## config.mk

```make
export PLATFORM = sky130hd
export DESIGN_NAME = wb_lfsr_master
export DESIGN_NICKNAME = d
export VERILOG_FILES = /design/src/rtl/wb_lfsr_master.sv
export SDC_FILE = /design/constraint.sdc
export NUM_CORES = 1
export LEC_CHECK = 0
export ABC_AREA = 1
export CORE_ASPECT_RATIO = 1.2
export CORE_MARGIN = 5
export CORE_UTILIZATION = 41
export CTS_CLUSTER_DIAMETER = 100
export DETAILED_ROUTE_END_ITERATION = 10
export HOLD_SLACK_MARGIN = 0.05
export PLACE_DENSITY = 0.69
export SLEW_MARGIN = 20
export SYNTH_ARGS = -nofsm -noshare
export SYNTH_HDL_FRONTEND = slang
export SYNTH_SLANG_ARGS = --single-unit
```

## constraint.sdc

```tcl
create_clock -name i_clk -period 5.2 [get_ports i_clk]
set_input_delay 1.04 -clock i_clk [delete_from_list [all_inputs] [get_ports i_clk]]
set_output_delay 1.04 -clock i_clk [all_outputs]
set_load 0.02 [all_outputs]
```

## src/rtl/wb_lfsr_master.sv

```systemverilog
// Wishbone initiator for the LFSR peripheral: seeds it byte by byte, loads and
// runs it, then reads N single bits and presents them packed on a valid/ready port.
module wb_lfsr_master #(
  parameter int         TIMEOUT   = 15,
  parameter logic [7:0] CTRL_LOAD = 8'h03,
  parameter logic [7:0] CTRL_RUN  = 8'h00,
  parameter logic [2:0] RD_ADDR   = 3'b101
) (
  input  logic        i_clk,
  input  logic        i_reset,
  input  logic        i_start,
  input  logic [31:0] i_seed,
  input  logic [4:0]  i_nbits,
  output logic        o_busy,
  output logic [31:0] o_word,
  output logic        o_word_valid,
  input  logic        i_word_ready,
  output logic        o_timeout,
  output logic        o_wb_cyc,
  output logic        o_wb_stb,
  output logic        o_wb_we,
  output logic [2:0]  o_wb_addr,
  output logic [7:0]  o_wb_data,
  input  logic        i_wb_stall,
  input  logic        i_wb_ack,
  input  logic        i_wb_data,
  output logic [2:0]  o_state
);

  localparam logic [2:0] IDLE = 3'd0;
  localparam logic [2:0] SEED = 3'd1;
  localparam logic [2:0] LOAD = 3'd2;
  localparam logic [2:0] RUN  = 3'd3;
  localparam logic [2:0] READ = 3'd4;
  localparam logic [2:0] DONE = 3'd5;

  localparam int TW = $clog2(TIMEOUT + 1) + 1;

  // Host handshake: o_word is taken in any cycle where o_word_valid and
  // i_word_ready are both high; o_word and o_word_valid are held until then.
  logic [2:0]    state;
  logic [31:0]   seed_q;
  logic [4:0]    nbits_q;
  logic [4:0]    cnt;
  logic [31:0]   sr;
  logic          wait_ack;
  logic [TW-1:0] timer;
  logic [7:0]    next_byte;
  logic [31:0]   sr_next;

  assign o_state = state;
  assign sr_next = {sr[30:0], i_wb_data};

  always_comb begin
    next_byte = 8'h00;
    case (cnt[1:0])
      2'd0:    next_byte = seed_q[15:8];
      2'd1:    next_byte = seed_q[23:16];
      2'd2:    next_byte = seed_q[31:24];
      default: next_byte = seed_q[7:0];
    endcase
  end

  always_ff @(posedge i_clk or posedge i_reset) begin
    if (i_reset) begin
      state        <= IDLE;
      seed_q       <= '0;
      nbits_q      <= '0;
      cnt          <= '0;
      sr           <= '0;
      wait_ack     <= 1'b0;
      timer        <= '0;
      o_busy       <= 1'b0;
      o_word       <= '0;
      o_word_valid <= 1'b0;
      o_timeout    <= 1'b0;
      o_wb_cyc     <= 1'b0;
      o_wb_stb     <= 1'b0;
      o_wb_we      <= 1'b0;
      o_wb_addr    <= '0;
      o_wb_data    <= '0;
    end else begin
      o_timeout <= 1'b0;
      case (state)
        IDLE: begin
          if (i_start) begin
            state     <= SEED;
            seed_q    <= i_seed;
            nbits_q   <= i_nbits;
            cnt       <= '0;
            sr        <= '0;
            timer     <= '0;
            o_busy    <= 1'b1;
            o_wb_cyc  <= 1'b1;
            o_wb_stb  <= 1'b1;
            o_wb_we   <= 1'b1;
            o_wb_addr <= 3'd0;
            o_wb_data <= i_seed[7:0];
          end
        end
        SEED, LOAD, RUN, READ: begin
          if (o_wb_stb && !i_wb_stall) begin
            o_wb_stb <= 1'b0;
            wait_ack <= 1'b1;
          end
          if (wait_ack && i_wb_ack) begin
            wait_ack <= 1'b0;
            timer    <= '0;
            case (state)
              SEED: begin
                o_wb_stb <= 1'b1;
                o_wb_we  <= 1'b1;
                if (cnt == 5'd3) begin
                  state     <= LOAD;
                  cnt       <= '0;
                  o_wb_addr <= 3'd4;
                  o_wb_data <= CTRL_LOAD;
                end else begin
                  cnt       <= cnt + 5'd1;
                  o_wb_addr <= o_wb_addr + 3'd1;
                  o_wb_data <= next_byte;
                end
              end
              LOAD: begin
                state     <= RUN;
                o_wb_stb  <= 1'b1;
                o_wb_we   <= 1'b1;
                o_wb_addr <= 3'd4;
                o_wb_data <= CTRL_RUN;
              end
              RUN: begin
                state     <= READ;
                cnt       <= '0;
                o_wb_stb  <= 1'b1;
                o_wb_we   <= 1'b0;
                o_wb_addr <= RD_ADDR;
                o_wb_data <= 8'h00;
              end
              default: begin
                sr <= sr_next;
                if (cnt == nbits_q) begin
                  state        <= DONE;
                  o_wb_cyc     <= 1'b0;
                  o_word_valid <= 1'b1;
                  o_word       <= sr_next;
                end else begin
                  cnt      <= cnt + 5'd1;
                  o_wb_stb <= 1'b1;
                end
              end
            endcase
          end else if (timer == TW'(TIMEOUT)) begin
            // No ack in time: drop the bus and return without a word.
            state     <= IDLE;
            wait_ack  <= 1'b0;
            o_wb_cyc  <= 1'b0;
            o_wb_stb  <= 1'b0;
            o_busy    <= 1'b0;
            o_timeout <= 1'b1;
          end else begin
            timer <= timer + 1'b1;
          end
        end
        DONE: begin
          if (i_word_ready) begin
            state        <= IDLE;
            o_word_valid <= 1'b0;
            o_busy       <= 1'b0;
          end
        end
        default: state <= IDLE;
      endcase
    end
  end

endmodule

```

==> reports/metrics.yaml, run 1 <==
crit_chain: "clkdlybuf4s50_1 -> nand3_2 -> mux2_2"
cts_resized: 0
postCtsSetupBuffers: 0
dieWidth_um: 117.8
port-buffer-count: 95
grt_max_degree: 75
path_max_fanout: 51
cts_buffers: 17
syn_avg_cell_area_um2: 9.478
p_leak_nw: 3.347
start_kind: "input port"
crit_path_end_kind: "register"
ir_drop_mv: 0.3139
clock-root-buffer: "clkbuf_16"
clkSlewWorstSetupHoldPaths_ps: 60
cap_violations: 0
synth_area_leader_cell: "dfrtp_1"
drive_gt1_frac: 0.1177
syn_to_final_growth_pct: 30.78
tightest_slew_ps: 1070
synthesis.area_um2: 5715
antenna_found_initial: 0
relSlewSlack: 0.2860
crit_arrival_ps: 3080
vias: 4476
coreArea_um2: 13760
dp_hpwl_um: 9185
worstPathBufferInverterCount: 1
synth.area.top_cells: "dfrtp_1 57%, nand2_1 8.6%, mux2_2 4.9%"
required_ps: 5480
dieArea_um2: 16410
cts.sinks: 131
wire_per_inst_um: 14.98
hold_path_class: "register to register"
antenna_cells: 0
finalWeightedCongestion: 0.8472
fmax_mhz: 358.1
finalMaxSlewViolations: 0
h-tree-depth: 4
cts_tree: "built"
instances_no_fill: 876
ys_seq_elements: 131
cts_hold_buf: 0
finalClockSkew_ps: 6.297
ys_types: 37
p_per_area_nw_per_um2: 562.7
finalSetupTns_ps: 0
crit_type: "input port to register"
grt.overflow.total: 0
setup_violations: 0
grt_pass1_wl_um: 22330
routed_wl_um: 13130
ios: 96
drc: 0
period_minus_slack_ps: 2793
regToRegSetupSlack_ps: 2850
start_util: 0.4153
slowest_stage: "nand3_2"
grt_setup_unrepaired: "no"
grt_pass1_vias: 4750
syn_inst: 603
dpl.cell_count: 843
hold_viol: 0
drt-pass1-iter-count: 4
clockBufferDepth: 2
die_h_um: 139.3
viasPerCell: 5.110
status: "complete, no violations"
crit_family: "simple AND/OR/NAND/NOR gates"
finalCritPeriodShare: 0.5371
synth_top_area_share: 0.5736
nNetsFinal: 743
yosys_warnings: 0
rows: 47
yosysSeqAreaShare: 0.5736
drtIter0Drc: 307
ant_nets: 0
insertion_delay_ps: 410
syn_nets: 654
critPathMaxStageDelay_ps: 840
grt_util_all_layers: 0.1638
Yosys cell counts (all sizes together):
cell,instances
o21a,1
ha,7
nand2,139
nand3,24
a22oi,2
o211ai,7
nor3,2
xnor2,3
xor2,2
a31oi,1
a21oi,22
dfrtp,131
nand4,2
nor4,1
nand3b,1
clkbuf,11
o21ai,60
o31ai,1
o22ai,31
a21boi,6
inv,73
and3,1
buf,17
a211oi,1
nor2,32
mux2,25
per-layer routing:
layer | up-vias | routed length [um] | global-route usage
met5 | - | 0 | 0
li1 | 2159 | - | -
met2 | 133 | 6540 | 0.2732
met1 | 2160 | 5535 | 0.1999
met3 | 24 | 747 | 0.04748
met4 | 0 | 302 | 0.06582
worst register-to-register path, delay by kind of cell (launching register included):
family	cells	cell delay, ps
muxes	1	640
DFF	1	510
and+or+nand+nor	2	1080
power breakdown:
group | internal, mW | total (mW) | leakage [nW] | switching [mW]
clock | 0.924 | 1.36 | 0.325 | 0.436
sequential | 1.26 | 1.42 | 1.71 | 0.166
combinational | 0.576 | 1.42 | 1.32 | 0.846
total | 2.76 | 4.21 | 3.35 | 1.45
area by class of cell:
type	count	area (um^2)
timing repair buffer	98	980.9
multi-input combinational	371	2042
clock buffer	19	452.9
sequential	131	3278
tap	171	214.0
clock inverter	13	230.2
inverter	73	276.5
fill	1248	6286
cells in the final DEF (no fill, tap or decap), types with 2 or more instances in the layout:
cell	instances
dfrtp_1	131
nand2_1	130
clkdlybuf4s50_1	95
inv_1	69
o21ai_0	44
nor2_1	31
o22ai_1	31
mux2_2	25
nand3_1	23
a21oi_1	21
clkbuf_16	17
o21ai_1	14
nand2_2	7
o211ai_1	7
ha_1	7
bufinv_16	6
a21boi_2	4
inv_2	3
xnor2_1	3
clkinvlp_4	3
nand2_4	2
o21ai_2	2
xor2_1	2
nand4_1	2
a21boi_1	2
nor3_1	2
a22oi_1	2
clkinv_4	2
clkbuf_8	2
clkinv_2	2
buf_4	2
stage by stage:
step,utilization,setup WS (ps),cell area [um^2],hold slack (ps),power (mW)
floorplan,-,662.3,5715,451.7,2.428
finish,0.5432,2407,7475,483.4,4.206
detailed placement,0.4925,1989,6777,469.8,2.839
CTS,0.5421,2385,7460,487.7,4.221
global route,0.5432,2201,7475,510.8,4.458
global placement,0.4925,2046,6777,464.6,2.779
registers in the layout (all words and copies together), names as in the netlist, 3 cells and up:
register   count
sr            31
o_word        32
seed_q        32
o_wb_data      8
nbits_q        5
cnt            5
o_wb_addr      3
timer          5
o_state        3
cells by family (layout without fill, tap and decap cells):
group	count (synthesis)	after routing	share of synthesized area
mux	25	25	0.04926
flops	131	131	0.5736
compound gates	132	132	0.1359
simple gates	202	202	0.1465
fa+ha+maj	7	7	0.01532
buf+inv	101	203	0.07180
xor+xnor	5	5	0.007663
path summary, 6_finish.rpt:
check                           start         end  cells after the start
min                        o_word[21]  o_word[21]                      2
max                           i_start  seed_q[17]                      3
min reg2reg                o_word[21]  o_word[21]                      2
max reg2reg                o_state[1]  seed_q[17]                      3
max in group asynchronous     i_reset    timer[3]                      3
min in group asynchronous     i_reset  o_word[10]                      2
No activity file was read; power rests on OpenSTA's default activity.
==> run 2: changes to the inputs <==
--- a/config.mk
+++ b/config.mk
@@ -12,7 +12,7 @@
 export CTS_CLUSTER_DIAMETER = 100
 export DETAILED_ROUTE_END_ITERATION = 10
 export HOLD_SLACK_MARGIN = 0.05
-export PLACE_DENSITY = 0.69
+export PLACE_DENSITY = 0.72
 export SLEW_MARGIN = 20
 export SYNTH_ARGS = -nofsm -noshare
 export SYNTH_HDL_FRONTEND = slang
==> constraint.sdc (replaced) <==
create_clock -name i_clk -period 2.5 [get_ports i_clk]
set_input_delay 0.5 -clock i_clk [delete_from_list [all_inputs] [get_ports i_clk]]
set_output_delay 0.5 -clock i_clk [all_outputs]
set_load 0.02 [all_outputs]
==> run 2 against run 1 <==
Effect of this change: count of clock-buffer cells in the layout rose by 2; largest cell class unchanged; register-to-register slack got worse by 2300 ps; clock skew rose by 9.5 ps; final cell count rose by 0.46%; largest power group is now combinational logic; flip-flop and latch count did not move; via count rose by 0.45%; critical path type is now register to primary output; cell area fell by 0.50%; combinational power rose by 110%; sequential share of layout area rose by 0.22 points.
==> reports/metrics.yaml, run 2 (synthesized netlist as in run 1, its figures left out) <==
status: "complete, no violations"
cap_violations: 0  # unchanged
insertion_delay_ps: 410  # about the same
hold_path_class: "register to register"
coreArea_um2: 13760  # unchanged
tightest_slew_ps: 744.9  # -324.9 ps
wire_per_inst_um: 14.68  # -2.0%
grt_max_degree: 132  # +76%
postLayoutCellArea_um2: 7437  # -0.50%
dp_hpwl_um: 9100  # -0.93%
cts_buffers: 17  # unchanged
drt-pass1-iter-count: 4  # unchanged
grt.overflow.total: 0  # unchanged
required_ps: 2000  # -3480 ps
rows: 47  # unchanged
relSlewSlack: 0.5034  # +0.2174
finalMaxSlewViolations: 0  # unchanged
power_mw: 8.385  # +99%
ios: 96  # unchanged
postCtsSetupBuffers: 0  # unchanged
grt_pass1_vias: 4572  # -3.7%
die_h_um: 139.3  # unchanged
drtIter0Drc: 294  # -4.2%
cts_tree: "built"
nNetsFinal: 747  # +0.54%
drive_gt1_frac: 0.1213  # +0.003567
finalWeightedCongestion: 0.8038  # -5.1%
h-tree-depth: 4  # unchanged
crit_arrival_ps: 1650  # -1430 ps
fmax_mhz: 465.0
grt_setup_unrepaired: "no"
finalSetupTns_ps: 0  # unchanged
cts_hold_buf: 0  # unchanged
dieWidth_um: 117.8  # unchanged
clock-root-buffer: "clkbuf_16"
antenna_found_initial: 0  # unchanged
finalCritPeriodShare: 0.8602
cts_resized: 0  # unchanged
routed_wl_um: 12920  # -1.6%
p_per_area_nw_per_um2: 1127  # +100%
mostFrequentLayoutCell: "dfrtp_1"
grt_pass1_wl_um: 21890  # -2.0%
finalClockSkew_ps: 15.81  # +9.512 ps
top_regs: "o_word (32), seed_q (32), sr (31)"
clockBufferDepth: 2  # unchanged
hold_slack_ps: 483.6  # +0.2720 ps
setup_violations: 0  # unchanged
clkSlewWorstSetupHoldPaths_ps: 60  # about the same
ant_nets: 0  # unchanged
grt_util_all_layers: 0.1621  # -0.001742
cts.sinks: 131  # unchanged
fillers: 1244  # -0.32%
vias: 4496  # +0.45%
start_kind: "register"
syn_to_final_growth_pct: 30.12
crit_path_end_kind: "primary output"
hold_viol: 0  # unchanged
port-buffer-count: 95  # unchanged
start_util: 0.4153  # unchanged
viasPerCell: 5.109  # about the same
antenna_cells: 0  # unchanged
ir_drop_mv: 0.6013  # +92%
path_max_fanout: 8  # -84%
p_leak_nw: 3.326  # -0.63%
crit_type: "register to primary output"
placed_cell_area_um2: 6840  # +0.94%
period_minus_slack_ps: 2150
layout_common_cells: "131 x dfrtp_1, 130 x nand2_1, 95 x clkdlybuf4s50_1, 69 x inv_1, 44 x o21ai_0"
drc: 0  # unchanged
dieArea_um2: 16410  # unchanged
## run 2: cell count changes in the layout (fill, tap and decap cells not counted), sizes merged
cell	previous run	this run
bufinv	6	2
inv	73	74
clkinv	4	3
clkinvlp	3	5
buf	3	7
clkbuf	19	21
## run 2: layout make-up
type	instances	area (um^2)	area share
Tap cell	171	214.0	0.02877
Clock buffer	21	470.5	0.06326
Multi-Input combinational cell	371	2042	0.2746
Inverter	73	277.8	0.03735
Clock inverter	11	126.4	0.01699
Sequential cell	131	3278	0.4408
Timing Repair Buffer	102	1028	0.1383
## run 2: path summary, 6_finish.rpt
check / slack [ps] / cells after the start / from / to
max: 350 / 2 / o_state[1] / o_state[1]
min: 480 / 2 / o_word[7] / o_word[7]
max reg2reg: 510 / 10 / o_state[0] / o_wb_data[3]
min reg2reg: 480 / 2 / o_word[7] / o_word[7]
max in group asynchronous: 1300 / 3 / i_reset / nbits_q[4]
min in group asynchronous: 600 / 3 / i_reset / o_word[12]
## run 2: per-layer routing
layer / global-route usage / wire length, um
met5: 0 / 0
met2: 0.2607 / 6290
met4: 0.06763 / 244
met3: 0.04789 / 778
met1: 0.2047 / 5607
## run 2: critical path: stages, from the launching register on
cell and delay, ps:
dfrtp_1 400, buf_4 190, clkdlybuf4s50_1 650
## run 2: metrics by stage
stage               cells  setup WS (ps)    util
detailed placement    848          267.6  0.4971
global route          880          286.2  0.5405
floorplan             603          376.8       -
CTS                   880          339.6  0.5405
global placement      848          324.7  0.4971
finish                880          349.5  0.5405
## run 2: power by group
part,internal (mW),switching [mW],leakage [nW]
sequential,2.62,0.334,1.71
combinational,1.20,1.76,1.34
clock,1.55,0.914,0.282
==> run 3: changes to the inputs <==
--- a/config.mk
+++ b/config.mk
@@ -5,15 +5,13 @@
 export SDC_FILE = /design/constraint.sdc
 export NUM_CORES = 1
 export LEC_CHECK = 0
-export ABC_AREA = 1
 export CORE_ASPECT_RATIO = 1.2
-export CORE_MARGIN = 5
+export CORE_MARGIN = 4
 export CORE_UTILIZATION = 41
 export CTS_CLUSTER_DIAMETER = 100
 export DETAILED_ROUTE_END_ITERATION = 10
 export HOLD_SLACK_MARGIN = 0.05
 export PLACE_DENSITY = 0.72
-export SLEW_MARGIN = 20
 export SYNTH_ARGS = -nofsm -noshare
 export SYNTH_HDL_FRONTEND = slang
 export SYNTH_SLANG_ARGS = --single-unit
==> run 3 against run 2 <==
Effect of this change: wire length increased by 7.1%; die area is 3.9% lower; clock skew shrank 2.7 ps; count of clock-buffer cells in the layout increased by 2; critical path depth unchanged; final cell count decreased by 8.4%; non-clock buffer count up 11; critical endpoint unchanged; largest cell class unchanged.
==> reports/metrics.yaml, run 3 <==
finalSetupTns_ps: 0  # unchanged
fmax_mhz: 435.9  # -6.3%
viasPerCell: 5.464  # +6.9%
wire_per_inst_um: 17.17  # +17%
relSlewSlack: 0.5270  # +0.02359
dp_hpwl_um: 9331  # +2.5%
grt_max_degree: 51  # -61%
grt_pass1_vias: 4637  # +1.4%
die_h_um: 136.8  # -1.8%
insertion_delay_ps: 410  # about the same
cts.sinks: 131  # unchanged
path_max_fanout: 13  # +5
grt_util_all_layers: 0.1868  # +0.02478
nNetsFinal: 677  # -9.4%
finalMaxSlewViolations: 0  # unchanged
grt.overflow.total: 0  # unchanged
yosysSeqAreaShare: 0.5785  # +0.004939
layout_common_cells: "134 x nand2_1, 131 x dfrtp_1, 95 x clkdlybuf4s50_1, 33 x mux2_2, 32 x a22o_1"
cts_buffers: 17  # unchanged
slowest_stage: "clkdlybuf4s50_1"
synthesis.area_um2: 5667  # -0.85%
grt_setup_unrepaired: "no"
syn_avg_cell_area_um2: 10.79  # +14%
syn_inst: 525  # -13%
port-buffer-count: 95  # unchanged
regToRegSetupSlack_ps: 420  # -90 ps
ios: 96  # unchanged
cap_violations: 0  # unchanged
start_util: 0.4226  # +0.007212
dieArea_um2: 15770  # -3.9%
p_leak_nw: 3.487  # +4.8%
r2r-start: "o_state[2]"
period_minus_slack_ps: 2294  # +143.8 ps
ys_seq_elements: 131  # unchanged
ys_types: 49  # +32%
antenna_cells: 0  # unchanged
synth.area.top_cells: "dfrtp_1 58%, nand2_1 8.9%, mux2_2 6.6%"
finalWeightedCongestion: 0.8885  # +11%
p_per_area_nw_per_um2: 1060  # -6.0%
dieWidth_um: 115.3  # -2.1%
clock-root-buffer: "clkbuf_16"
cp-startpoint: "o_state[1]"
ant_nets: 0  # unchanged
drive_gt1_frac: 0.1426  # +0.02134
tightest_slew_ps: 705.7  # -39.22 ps
h-tree-depth: 4  # unchanged
vias: 4404  # -2.0%
mostFrequentLayoutCell: "nand2_1"
drt-pass1-iter-count: 7  # +3
cts_tree: "built"
yosys_warnings: 0  # unchanged
drtIter0Drc: 294  # unchanged
drc: 0  # unchanged
routed_wl_um: 13840  # +7.1%
hold_start: "timer[4]"
clkSlewWorstSetupHoldPaths_ps: 60  # about the same
critPathMaxStageDelay_ps: 620  # -30 ps
power_mw: 7.960  # -5.1%
hold_path_class: "register to register"
coreArea_um2: 13410  # -2.5%
ir_drop_mv: 0.5063  # -16%
postCtsSetupBuffers: 0  # unchanged
clockBufferDepth: 2  # unchanged
synth_edf_count: 0  # unchanged
start_kind: "register"
top_regs: "o_word (32), seed_q (32), sr (31)"
grt_pass1_wl_um: 23120  # +5.6%
syn_to_final_growth_pct: 32.48
fin_ws_ps: 205.8  # -143.8 ps
rows: 46  # -2.1%
synth_flop_cell: "dfrtp_1"
finalCritPeriodShare: 0.9177  # +0.05750
crit_arrival_ps: 1790  # +140 ps
finalClockSkew_ps: 13.09  # -2.718 ps
status: "complete, no violations"
syn_nets: 576  # -12%
synth_area_leader_cell: "dfrtp_1"
hold_slack_ps: 476.3  # -7.341 ps
synth_top_area_share: 0.5785  # +0.004939
setup_violations: 0  # unchanged
required_ps: 2000  # about the same
synthArstFlopShare: 1.000  # unchanged
cts_hold_buf: 0  # unchanged
fillers: 1095  # -12%
crit_chain: "buf_4 -> clkdlybuf4s50_1"
yosysMostFrequentCell: "nand2_1"
pre_cts_slack_ps: 164.4  # -103.1 ps
crit_path_end_kind: "primary output"
antenna_found_initial: 0  # unchanged
synth_common_cells: "134 x nand2_1, 131 x dfrtp_1, 33 x mux2_2"
hold_viol: 0  # unchanged
crit_type: "register to primary output"
## run 3: metrics by stage
step | utilization | std cells | area (um^2)
4_1_cts | 0.5594 | 806 | 7502
2_1_floorplan | - | 525 | 5670
3_5_place_dp | 0.5156 | 775 | 6914
6_report | 0.5598 | 806 | 7507
5_1_grt | 0.5598 | 806 | 7507
3_3_place_gp | 0.5156 | 775 | 6914
## run 3: layout make-up
cell class / instances / area, um^2 / area share
Tap cell: 168 / 210.2 / 0.02800
Timing Repair Buffer: 113 / 1174 / 0.1563
Multi-Input combinational cell: 356 / 2227 / 0.2967
Sequential cell: 131 / 3278 / 0.4367
Clock inverter: 8 / 100.1 / 0.01333
Inverter: 7 / 30.03 / 0.004000
Clock buffer: 23 / 488.0 / 0.06500
## run 3: final timing paths
kind | depth (start not counted) | endpoint
max reg2reg | 4 | o_word[29]
min | 2 | timer[4]
max | 2 | o_state[1]
min in group asynchronous | 2 | o_word[12]
max in group asynchronous | 3 | o_word_valid
min reg2reg | 2 | timer[4]
## run 3: timing repair
item                       in CTS  in global routing
gates resized for setup         0                  1
hold endpoints to repair        0                  0
setup endpoints to repair       0                  4
## run 3: critical path: cells and delay by family (launching register included)
kind	cells	cell delay, ps
flip-flops	1	510
buffers and inverters	2	870
## run 3: cell families (layout without fill, tap and decap cells)
family / Yosys count / in the layout / synth area share
buffers and inverters: 38 / 151 / 0.03091
adder cells (fa/ha/maj): 7 / 7 / 0.01546
XOR/XNOR: 7 / 7 / 0.01082
flip-flops: 131 / 131 / 0.5785
AND/OR/NAND/NOR: 192 / 192 / 0.1479
AO/OA/AOI/OAI: 114 / 114 / 0.1453
multiplexers: 36 / 36 / 0.07110
## run 3: report_power, final
| group | switching [mW] | internal, mW | total (mW) |
|---|---|---|---|
| combinational | 1.49 | 1.03 | 2.52 |
| clock | 0.890 | 1.57 | 2.46 |
| sequential | 0.382 | 2.60 | 2.98 |
| total | 2.76 | 5.20 | 7.96 |
## run 3: per-layer routing
| layer | track usage | vias to the layer above | wire length, um |
|---|---|---|---|
| li1 | - | 2050 | - |
| met1 | 0.2334 | 2207 | 5982 |
| met2 | 0.3041 | 126 | 6882 |
| met3 | 0.05219 | 21 | 689 |
| met4 | 0.07893 | 0 | 285 |
| met5 | 0 | - | 0 |
